--- src/rtl/pe_fusion_acc.sv ---
// rtl/pe_fusion_acc.sv - 2-bit sliced dot-product accumulator with shift; define PE_FUSION_SAT_EN to saturate instead of wrap
module pe_fusion_acc #(
  parameter int N_DOT    = 16,
  parameter int BITS_ACC = 24,
  parameter int BITS_SH  = 4
) (
  input  logic                       CLK,
  input  logic                       RSTN,
  input  logic                       i_valid,
  output logic                       o_ready,
  input  logic [2*N_DOT-1:0]         i_act,
  input  logic [2*N_DOT-1:0]         i_weight,
  input  logic                       i_sign_w,
  input  logic [BITS_SH-1:0]         i_shift,
  input  logic                       i_last,
  output logic                       o_valid,
  input  logic                       i_ready,
  output logic signed [BITS_ACC-1:0] o_psum
);

  // Lane products span -6..9 (5 bits signed); the lane sum needs clog2(N_DOT) more bits.
  localparam int DOT_W = $clog2(N_DOT) + 5;

  typedef enum logic {IDLE = 1'b0, ACC = 1'b1} state_t;

  state_t                     state_q, state_d;
  logic signed [BITS_ACC-1:0] acc_q, acc_d;
  logic signed [BITS_ACC-1:0] psum_q, psum_d;
  logic                       valid_q, valid_d;

  logic signed [DOT_W-1:0]    dot;
  logic signed [4:0]          lane_a, lane_w, lane_p;
  logic signed [BITS_ACC-1:0] base;
  logic signed [BITS_ACC-1:0] sum;
  logic                       accept;

  // Dot product over all lanes; weights are sign-extended only when i_sign_w marks an MSB slice.
  always_comb begin
    dot    = '0;
    lane_a = '0;
    lane_w = '0;
    lane_p = '0;
    for (int k = 0; k < N_DOT; k++) begin
      lane_a = {3'b000, i_act[2*k +: 2]};
      lane_w = i_sign_w ? {{3{i_weight[2*k+1]}}, i_weight[2*k +: 2]}
                        : {3'b000, i_weight[2*k +: 2]};
      lane_p = lane_a * lane_w;
      dot    = dot + DOT_W'(lane_p);
    end
  end

  // A beat in IDLE starts a fresh group, so it adds onto zero rather than the stale accumulator.
  always_comb begin
    base = (state_q == ACC) ? acc_q : '0;
  end

`ifdef PE_FUSION_SAT_EN
  // Wide enough that neither the shift nor the add can overflow before clamping.
  localparam int WIDE_W = BITS_ACC + DOT_W + (1 << BITS_SH) + 1;
  localparam logic signed [WIDE_W-1:0] SAT_MAX =
    {{(WIDE_W-BITS_ACC+1){1'b0}}, {(BITS_ACC-1){1'b1}}};
  localparam logic signed [WIDE_W-1:0] SAT_MIN = ~SAT_MAX;

  logic signed [WIDE_W-1:0] term_w, sum_w;

  // Shift and add at full precision, then clamp into the accumulator range.
  always_comb begin
    term_w = WIDE_W'(dot) <<< i_shift;
    sum_w  = WIDE_W'(base) + term_w;
    if (sum_w > SAT_MAX) begin
      sum = BITS_ACC'(SAT_MAX);
    end else if (sum_w < SAT_MIN) begin
      sum = BITS_ACC'(SAT_MIN);
    end else begin
      sum = BITS_ACC'(sum_w);
    end
  end
`else
  logic signed [BITS_ACC-1:0] term;

  // Plain modulo-2^BITS_ACC arithmetic: bits shifted past the MSB are simply dropped.
  always_comb begin
    term = BITS_ACC'(dot) << i_shift;
    sum  = base + term;
  end
`endif

  // State register plus accumulator and result holding register.
  always_ff @(posedge CLK) begin
    if (!RSTN) begin
      state_q <= IDLE;
      acc_q   <= '0;
      psum_q  <= '0;
      valid_q <= 1'b0;
    end else begin
      state_q <= state_d;
      acc_q   <= acc_d;
      psum_q  <= psum_d;
      valid_q <= valid_d;
    end
  end

  // Next state: a final beat closes the group, any other accepted beat keeps it open.
  always_comb begin
    state_d = state_q;
    if (accept) begin
      state_d = i_last ? IDLE : ACC;
    end
  end

  // Handshake outputs: accept whenever the result slot is empty or being drained this cycle.
  always_comb begin
    o_ready = RSTN && (!valid_q || i_ready);
    accept  = i_valid && o_ready;
    o_valid = valid_q;
    o_psum  = psum_q;
  end

  // Datapath next values: accumulate on accepted beats, publish on the final one, drop valid on drain.
  always_comb begin
    acc_d   = acc_q;
    psum_d  = psum_q;
    valid_d = valid_q;
    if (accept) begin
      acc_d = sum;
    end
    if (accept && i_last) begin
      psum_d  = sum;
      valid_d = 1'b1;
    end else if (valid_q && i_ready) begin
      valid_d = 1'b0;
    end
  end

endmodule

--- config.mk ---
export PLATFORM = sky130hd
export DESIGN_NAME = pe_fusion_acc
export DESIGN_NICKNAME = d
export VERILOG_FILES = /design/src/rtl/pe_fusion_acc.sv
export SDC_FILE = /design/constraint.sdc
export NUM_CORES = 1
export LEC_CHECK = 0
export CAP_MARGIN = 20
export CORE_MARGIN = 4
export CORE_UTILIZATION = 52
export CTS_CLUSTER_SIZE = 16
export DETAILED_ROUTE_END_ITERATION = 6
export HOLD_SLACK_MARGIN = 0.03
export PLACE_DENSITY = 0.89
export REMOVE_ABC_BUFFERS = 1
export SLEW_MARGIN = 20
export SYNTH_ARGS = -nofsm -noshare
export SYNTH_HDL_FRONTEND = slang
export SYNTH_SLANG_ARGS = --single-unit
export TNS_END_PERCENT = 10
--- constraint.sdc ---
create_clock -name CLK -period 11.7 [get_ports CLK]
set_clock_uncertainty 0.2 [all_clocks]
set_input_delay 3.51 -clock CLK [delete_from_list [all_inputs] [get_ports CLK]]
set_output_delay 3.51 -clock CLK [all_outputs]
set_load 0.02 [all_outputs]
==> impl_summary.txt, run 1 <==
----------------------------------------------------
[Critical path]
  Critical setup path kind ... in -> reg
  Crit path required time ... 11.67 ns
  Delay-heaviest family, CP ... adder cells
  R2r worst-path depth ... 12
  Worst Setup Start Kind ... input port
  Reg2reg start ... state_q
  Capturing element type of the critical path ... flip-flop
  Cell repeated most along the worst path ... sky130_fd_sc_hd__fa_1
  Buf+Inv Stages, Crit Path ... 7
  Reg-to-reg endpoint ... o_psum[14]
  Slowest CP cell ... sky130_fd_sc_hd__fa_1
  Critical path data arrival time ... 12.06 ns
  Highest cell delay on the worst timing path ... 0.61 ns
  Top fanout value on the critical path ... 4
  Setup slack, reg-to-reg ... 8.14 ns

[Layout]
  Share of post-route cells with drive strength above 1 ... 34.42%
  Filler cell count in the final layout ... 810
  Syn-to-layout area delta ... 43.37%
  Sequential cell area ... 0.001001 sq mm
  Antenna Cells ... 0
  Core utilization of the finished layout ... 76.27%
  Filler-free cell count of the finished design ... 1285
  Post-layout net count ... 1370
  Footprint of the multi-input gates ... 0.007213 sq mm

[Hold path]
  Worst hold stages ... 2
  HP Class ... reg -> reg
  End of the worst hold path ... acc_q[0]
  Critical hold path startpoint ... acc_q[0]

[Yosys]
  Library cell with the largest summed area after synthesis ... sky130_fd_sc_hd__fa_1
  Main area contributors after synthesis ... sky130_fd_sc_hd__fa_1 25%, sky130_fd_sc_hd__ha_1 16%, sky130_fd_sc_hd__dfxtp_1 13%
  Distinct cells, synth ... 56
  Syn Std Cell Area ... 0.007732 sq mm
  Portion of netlist area occupied by mux cells ... 2.120%
  Number of enable-type register cells in the synthesized netlist ... 0
  Arithmetic-cell share of the synthesized area counting full adders, half adders and majority gates ... 40.94%
  Proportion of netlist area held by the largest area contributor ... 24.60%
  Share of synthesized flip-flops with an asynchronous set or reset ... 0%
  Syn. warnings ... 0
  Mean post-synth cell area ... 8.573 sq um
  Syn Inst Count ... 902
  Post-synthesis sequential area ratio ... 12.94%
  Top_reg_cell synth ... sky130_fd_sc_hd__dfxtp_1
  Main combinational cell family by area after synthesis ... adder cells
  Synthesized-area fraction occupied by and/or/nand/nor cells ... 17.35%
  Post-Synth XOR/XNOR Area ... 5.097%
  Register bit count reported by yosys ... 50
  Fraction of the mapped netlist area in compound gates ... 12.54%

[Drt]
  M1 WL ... 9356 um
  Highest metal layer used by the detailed router ... met4
  Via count ... 7714
  WL/cell ... 21.94 um
  Number of DRC markers in iteration 0 ... 576
  Detailed-route wire length ... 28200 um
  Wire length on met3 ... 2133 um
  Post-route DRC ... 0
  Final ANT Viol Nets ... 0
  Vias per std cell ... 6.003
  DR WL met2 ... 14250 um
  DRT Pass-1 Iters ... 5

[Timing]
  Post-layout minimum cycle time ... 12.09 ns
  Number of max-slew violations in the final report ... 0
  Max frequency ... 82.70 MHz
  Total of endpoints with negative setup slack in the final report ... 27
  Hold slack ... 0.2582 ns
  Max transition margin ... 31.20%
  Tightest Pin Transition ... 1.029 ns
  Period utilization ... 103.3%
  Setup repair after global routing missed its margin ... true
  Final hold violations ... 0
  Post-route worst setup slack ... -0.3919 ns

[Clock tree]
  Clock slew at the register clock pins of the worst setup and hold paths ... 0.07 ns
  TritonCTS clock tree ... built
  CTS HTree Levels ... 2
  Clock latency reported for the late side of the worst-skew pair ... 0.30 ns
  TritonCTS Sinks ... 50
  Clock root cell ... sky130_fd_sc_hd__clkbuf_16
  Number of buffers inserted by hold repair at cts ... 0
  Clock Tree Buf Depth ... 2
  Cts bufs inserted ... 5

[Outcome]
  Result of the run ... finished with violations
  Violations in the final reports ... negative setup slack

[GRT]
  Total global routing overflow ... 0
  Antenna violations before repair ... 0
  Largest net degree at the start of global routing ... 52
  Global-route wire length before repair ... 39950 um
  Number of global-route vias before repair ... 8145
  Global-route usage over all layers ... 29.80%

[Die]
  Die ar. ... 0.01688 sq mm
  Die X-Extent ... 129.9 um
  Starting density of the core ... 53.20%
  Number of placement rows ... 44
  Io pins ... 100
  Die Span Y ... 129.9 um
  Area of the core ... 0.01453 sq mm

[Placement]
  Quantity of I/O buffers inserted on ports ... 99
  Half-perimeter wire length of the detailed placement result ... 16170 um
  GPL Wtd Cong ... 0.9668
  Count of placed standard cells including taps ... 1248
  Pre-CTS setup slack ... -1.284 ns

[Run]
  Max Cap Violations ... 0

----------------------------------------------------
[repair_timing]
item / CTS / global route
gates resized for setup: 249 / 113
setup buffers: 25 / 3
gates cloned: 2 / 0
pin swaps: 135 / 82
endpoints found under the setup margin: 36 / 36
[through the flow]
step / setup TNS, ns / area (sq um)
after detailed placement: -35.84 / 9564
after floorplan: -0.3323 / 7610
after global routing: -15.39 / 11090
after global placement: -24.59 / 9549
final: -6.311 / 11090
after CTS: 0 / 10690
[layout make-up]
class | count | area share, %
repair buffers | 223 | 17.20
multi-input cells | 667 | 65.07
well taps | 184 | 2.077
clock buffers | 6 | 1.253
inverters | 153 | 5.226
flip-flops and latches | 50 | 9.029
clock inverters | 2 | 0.1467
[state kept, by name, summed over array words and instances, names as in the netlist]
register	flops
state_q	1
o_psum	24
acc_q	24
o_valid	1
[cells by family after synthesis]
kind of cell | after synthesis
buffers and inverters | 185
adders and majority gates | 196
muxes | 15
xor gates and xnor gates | 45
AOI/OAI and AO/OA | 150
DFF | 50
and+or+nand+nor | 261
[routing by layer]
metal	track usage (%)	vias to the layer above
met1	32.56	3675
met5	0	-
met2	55.17	498
met4	16.99	0
li1	-	3326
met3	3.971	215
[how the worst max path moves through the flow]
| stage | from | cells past startpoint | endpoint |
|---|---|---|---|
| 2_1_floorplan | i_weight[13] | 33 | o_psum[21] |
| 3_3_place_gp | i_sign_w | 36 | acc_q[21] |
| 3_5_place_dp | i_sign_w | 36 | acc_q[21] |
| 4_1_cts | i_act[21] | 36 | acc_q[21] |
| 5_1_grt | i_act[3] | 36 | o_psum[22] |
| 6_report | i_act[3] | 35 | acc_q[21] |
[layout by cell type (no fill, tap or decap), types with 33 or more instances in the layout]
cell                              count
sky130_fd_sc_hd__ha_1                45
sky130_fd_sc_hd__ha_4                43
sky130_fd_sc_hd__buf_4              117
sky130_fd_sc_hd__dfxtp_1             50
sky130_fd_sc_hd__dlygate4sd2_1       33
sky130_fd_sc_hd__nand3_1             61
sky130_fd_sc_hd__and2_1              62
sky130_fd_sc_hd__inv_2               35
sky130_fd_sc_hd__o21ai_0             43
sky130_fd_sc_hd__nand2_1             53
sky130_fd_sc_hd__inv_1              115
sky130_fd_sc_hd__fa_1                81
sky130_fd_sc_hd__clkdlybuf4s50_1     42
[worst reg2reg max path, delay by kind of cell, from the launching register on]
| kind | cells | cell delay [ns] |
|---|---|---|
| AO/OA/AOI/OAI | 5 | 0.86 |
| adder cells (fa/ha/maj) | 2 | 0.60 |
| buffers and inverters | 3 | 0.44 |
| flip-flops | 1 | 0.90 |
| AND/OR/NAND/NOR | 2 | 0.43 |
[Yosys cell counts (2+ instances only)]
| cell | instances |
|---|---|
| sky130_fd_sc_hd__o311ai_0 | 2 |
| sky130_fd_sc_hd__mux2i_1 | 6 |
| sky130_fd_sc_hd__o21a_1 | 3 |
| sky130_fd_sc_hd__a21o_1 | 8 |
| sky130_fd_sc_hd__nor3_1 | 5 |
| sky130_fd_sc_hd__mux2_2 | 8 |
| sky130_fd_sc_hd__a21oi_2 | 3 |
| sky130_fd_sc_hd__xor2_1 | 19 |
| sky130_fd_sc_hd__nand3_1 | 69 |
| sky130_fd_sc_hd__nor2_1 | 19 |
| sky130_fd_sc_hd__a21oi_1 | 29 |
| sky130_fd_sc_hd__clkbuf_1 | 30 |
| sky130_fd_sc_hd__inv_1 | 151 |
| sky130_fd_sc_hd__a211oi_1 | 7 |
| sky130_fd_sc_hd__and2_1 | 87 |
| sky130_fd_sc_hd__nand2b_1 | 5 |
| sky130_fd_sc_hd__o21ai_0 | 57 |
| sky130_fd_sc_hd__a31oi_1 | 7 |
| sky130_fd_sc_hd__buf_2 | 2 |
| sky130_fd_sc_hd__dfxtp_1 | 50 |
| sky130_fd_sc_hd__and3_1 | 3 |
| sky130_fd_sc_hd__nand2_1 | 63 |
| sky130_fd_sc_hd__fa_1 | 95 |
| sky130_fd_sc_hd__o21bai_1 | 2 |
| sky130_fd_sc_hd__o21ai_1 | 8 |
| sky130_fd_sc_hd__o31ai_1 | 3 |
| sky130_fd_sc_hd__ha_1 | 101 |
| sky130_fd_sc_hd__nor2b_1 | 4 |
| sky130_fd_sc_hd__nand4_1 | 2 |
| sky130_fd_sc_hd__o211ai_1 | 3 |
| sky130_fd_sc_hd__xnor2_1 | 26 |
Power of run 1 is left out: the tool's default activity adds up to more than one toggle a clock period on the data nets, which glitch-free logic cannot reach.
==> inputs of run 2 (changes only) <==
- ABC_AREA: not set -> 1
- CORE_UTILIZATION: 52 -> 53
- PLACE_DENSITY: 0.89 -> 0.9
- TNS_END_PERCENT: 10 -> 1
==> run 2 against run 1 <==
The run still ends with negative setup slack left; register-to-register slack improved by 0.72 ns; sequential share of layout area rose by 0.26 points; clock-buffer cell count fell by 1; critical path type unchanged; cell area fell by 2.8%.
==> impl_summary.txt, run 2 <==
----------------------------------------------------
[Timing]
  Max frequency ... 85.14 MHz
  Post-route worst setup slack ... -0.04527 ns
  Tightest Pin Transition ... 0.9289 ns
  Total of endpoints with negative setup slack in the final report ... 3
  Aggregate negative setup slack ... -0.05622 ns
  Final hold violations ... 0
  Number of max-slew violations in the final report ... 0
  Period utilization ... 100.4%
  Max transition margin ... 37.63%
  Post-layout minimum cycle time ... 11.75 ns

[Drt]
  Post-route DRC ... 0
  WL/cell ... 16.11 um
  DRT Pass-1 Iters ... 7
  Vias per std cell ... 5.417
  Via count ... 8179
  Final ANT Viol Nets ... 0
  Number of DRC markers in iteration 0 ... 735
  Detailed-route wire length ... 24320 um

[Outcome]
  Result of the run ... finished with violations
  Violations in the final reports ... negative setup slack

[Clock tree]
  Clock root cell ... sky130_fd_sc_hd__clkbuf_16
  CTS HTree Levels ... 2
  TritonCTS clock tree ... built
  Clock Tree Buf Depth ... 2
  TritonCTS Sinks ... 50
  Clock slew at the register clock pins of the worst setup and hold paths ... 0.07 ns
  Clock latency reported for the late side of the worst-skew pair ... 0.29 ns
  Cts bufs inserted ... 5
  Number of buffers inserted by hold repair at cts ... 0

[Critical path]
  Capturing element type of the critical path ... flip-flop
  Timing endpoint of the critical path ... acc_q[23]
  Highest cell delay on the worst timing path ... 0.66 ns
  Critical path startpoint ... i_weight[11]
  R2r worst-path depth ... 15
  Worst Setup Start Kind ... input port
  Reg-to-reg endpoint ... acc_q[22]
  Slowest CP cell ... sky130_fd_sc_hd__fa_1
  Critical path data arrival time ... 11.72 ns
  Top fanout value on the critical path ... 3
  Crit path required time ... 11.68 ns
  Reg2reg start ... state_q
  Setup slack, reg-to-reg ... 8.86 ns
  Critical setup path kind ... in -> reg

[GRT]
  Antenna violations before repair ... 0
  Global-route usage over all layers ... 24.20%
  Met2 Usage GRT ... 43.36%
  Number of global-route vias before repair ... 7907
  GR Util met1 ... 31.23%
  Layer with the highest usage ... met2
  Global-route wire length before repair ... 35780 um
  Total global routing overflow ... 0
  Largest net degree at the start of global routing ... 28
  Fraction of met3 tracks used by global routing ... 4.008%

[Yosys]
  Top_reg_cell synth ... sky130_fd_sc_hd__dfxtp_1
  Library cell with the largest summed area after synthesis ... sky130_fd_sc_hd__fa_1
  Share of synthesized flip-flops with an asynchronous set or reset ... 0%
  Mean post-synth cell area ... 7.149 sq um
  Distinct cells, synth ... 44
  Main area contributors after synthesis ... sky130_fd_sc_hd__fa_1 23%, sky130_fd_sc_hd__ha_1 15%, sky130_fd_sc_hd__nand2_1 14%
  Number of enable-type register cells in the synthesized netlist ... 0
  Syn Inst Count ... 1147
  Most used standard cells in the synthesized netlist ... 296 x sky130_fd_sc_hd__nand2_1, 277 x sky130_fd_sc_hd__inv_1, 101 x sky130_fd_sc_hd__ha_1
  Syn. warnings ... 0
  Register bit count reported by yosys ... 50
  Most used standard cell by instance count after synthesis ... sky130_fd_sc_hd__nand2_1
  Syn Std Cell Area ... 0.008200 sq mm
  Post-synthesis sequential area ratio ... 12.21%
  Proportion of netlist area held by the largest area contributor ... 23.19%

[Die]
  Die ar. ... 0.01753 sq mm
  Die Span Y ... 132.4 um
  Io pins ... 100
  Die X-Extent ... 132.4 um
  Number of placement rows ... 45
  Starting density of the core ... 53.94%
  Area of the core ... 0.01520 sq mm

[Run]
  Max Cap Violations ... 0

[Layout]
  Syn-to-layout area delta ... 31.39%
  Share of post-route cells with drive strength above 1 ... 19.29%
  Post-layout net count ... 1592
  Antenna Cells ... 0
  Most frequent cells in the layout ... 272 x sky130_fd_sc_hd__nand2_1, 272 x sky130_fd_sc_hd__inv_1, 90 x sky130_fd_sc_hd__ha_1, 90 x sky130_fd_sc_hd__clkdlybuf4s50_1, 86 x sky130_fd_sc_hd__buf_4

[Placement]
  Half-perimeter wire length of the detailed placement result ... 17160 um
  Quantity of I/O buffers inserted on ports ... 99
  GPL Wtd Cong ... 0.9379

[Hold path]
  HP Class ... reg -> reg

----------------------------------------------------
==> run 2: cell count changes after synthesis, sizes merged, moves of 8 or more <==
cell	change
nor2	+35
o21ai	-23
clkbuf	-18
mux2	-8
inv	+132
nand4	+8
nand2	+239
a22o	+15
xnor2	-13
and2	-88
==> run 2: final cells by class <==
class,instances,area (sq um)
Inverter,287,1085
Clock inverter,2,13.76
Clock buffer,5,125.1
Tap cell,188,235.2
Timing Repair Buffer,188,1719
Multi-Input combinational cell,790,6595
Sequential cell,50,1001
Fill cell,1039,4428
==> run 2: logic make-up after synthesis <==
group                    after synthesis  share of synthesized area [%]
AND/OR/NAND/NOR                      456                          23.48
adder cells (fa/ha/maj)              196                          38.60
XOR/XNOR                              31                          3.311
buffers and inverters                307                          14.53
flip-flops                            50                          12.21
AO/OA/AOI/OAI                        107                          7.873
==> run 2: timing repair <==
item                       CTS  global route
setup buffers                3            14
gates resized for setup     28           139
cloned                       0             1
pin swaps                   19            86
setup endpoints to repair   26            38
==> run 2: how the worst min path moves through the flow <==
stage | cells past startpoint | endpoint | from
6_report | 2 | acc_q[20] | acc_q[20]
5_1_grt | 2 | acc_q[19] | acc_q[19]
4_1_cts | 2 | acc_q[21] | acc_q[21]
3_5_place_dp | 2 | acc_q[21] | acc_q[21]
3_3_place_gp | 2 | o_psum[20] | o_psum[20]
2_1_floorplan | 2 | acc_q[19] | acc_q[19]
==> run 2: worst max-delay path, delay by kind of cell <==
kind	cells	cell delay [ns]
adder cells (fa/ha/maj)	10	4.58
AND/OR/NAND/NOR	18	1.86
buffers and inverters	9	1.10
AO/OA/AOI/OAI	3	0.45
XOR/XNOR	1	0.21
==> run 2: metrics by stage <==
stage	utilization [%]	hold slack (ns)	setup WS (ns)	std cells	area, sq um
detailed placement	64.81	0.2415	-0.5615	1485	9853
finish	70.87	0.2577	-0.04527	1510	10770
global placement	64.81	0.2386	-0.3375	1485	9853
CTS	66.69	0.2535	-0.02581	1495	10140
global route	70.87	0.2768	-0.3829	1510	10770
floorplan	-	0.2264	0.5946	1127	8094
==> run 2: per-layer routing <==
| metal | vias to the layer above | part of all wire [%] |
|---|---|---|
| met5 | - | 0 |
| met4 | 0 | 3.7 |
| met3 | 108 | 7.0 |
| met2 | 425 | 49 |
| met1 | 3788 | 40 |
| li1 | 3858 | - |
Power of run 2 is left out for the same reason.
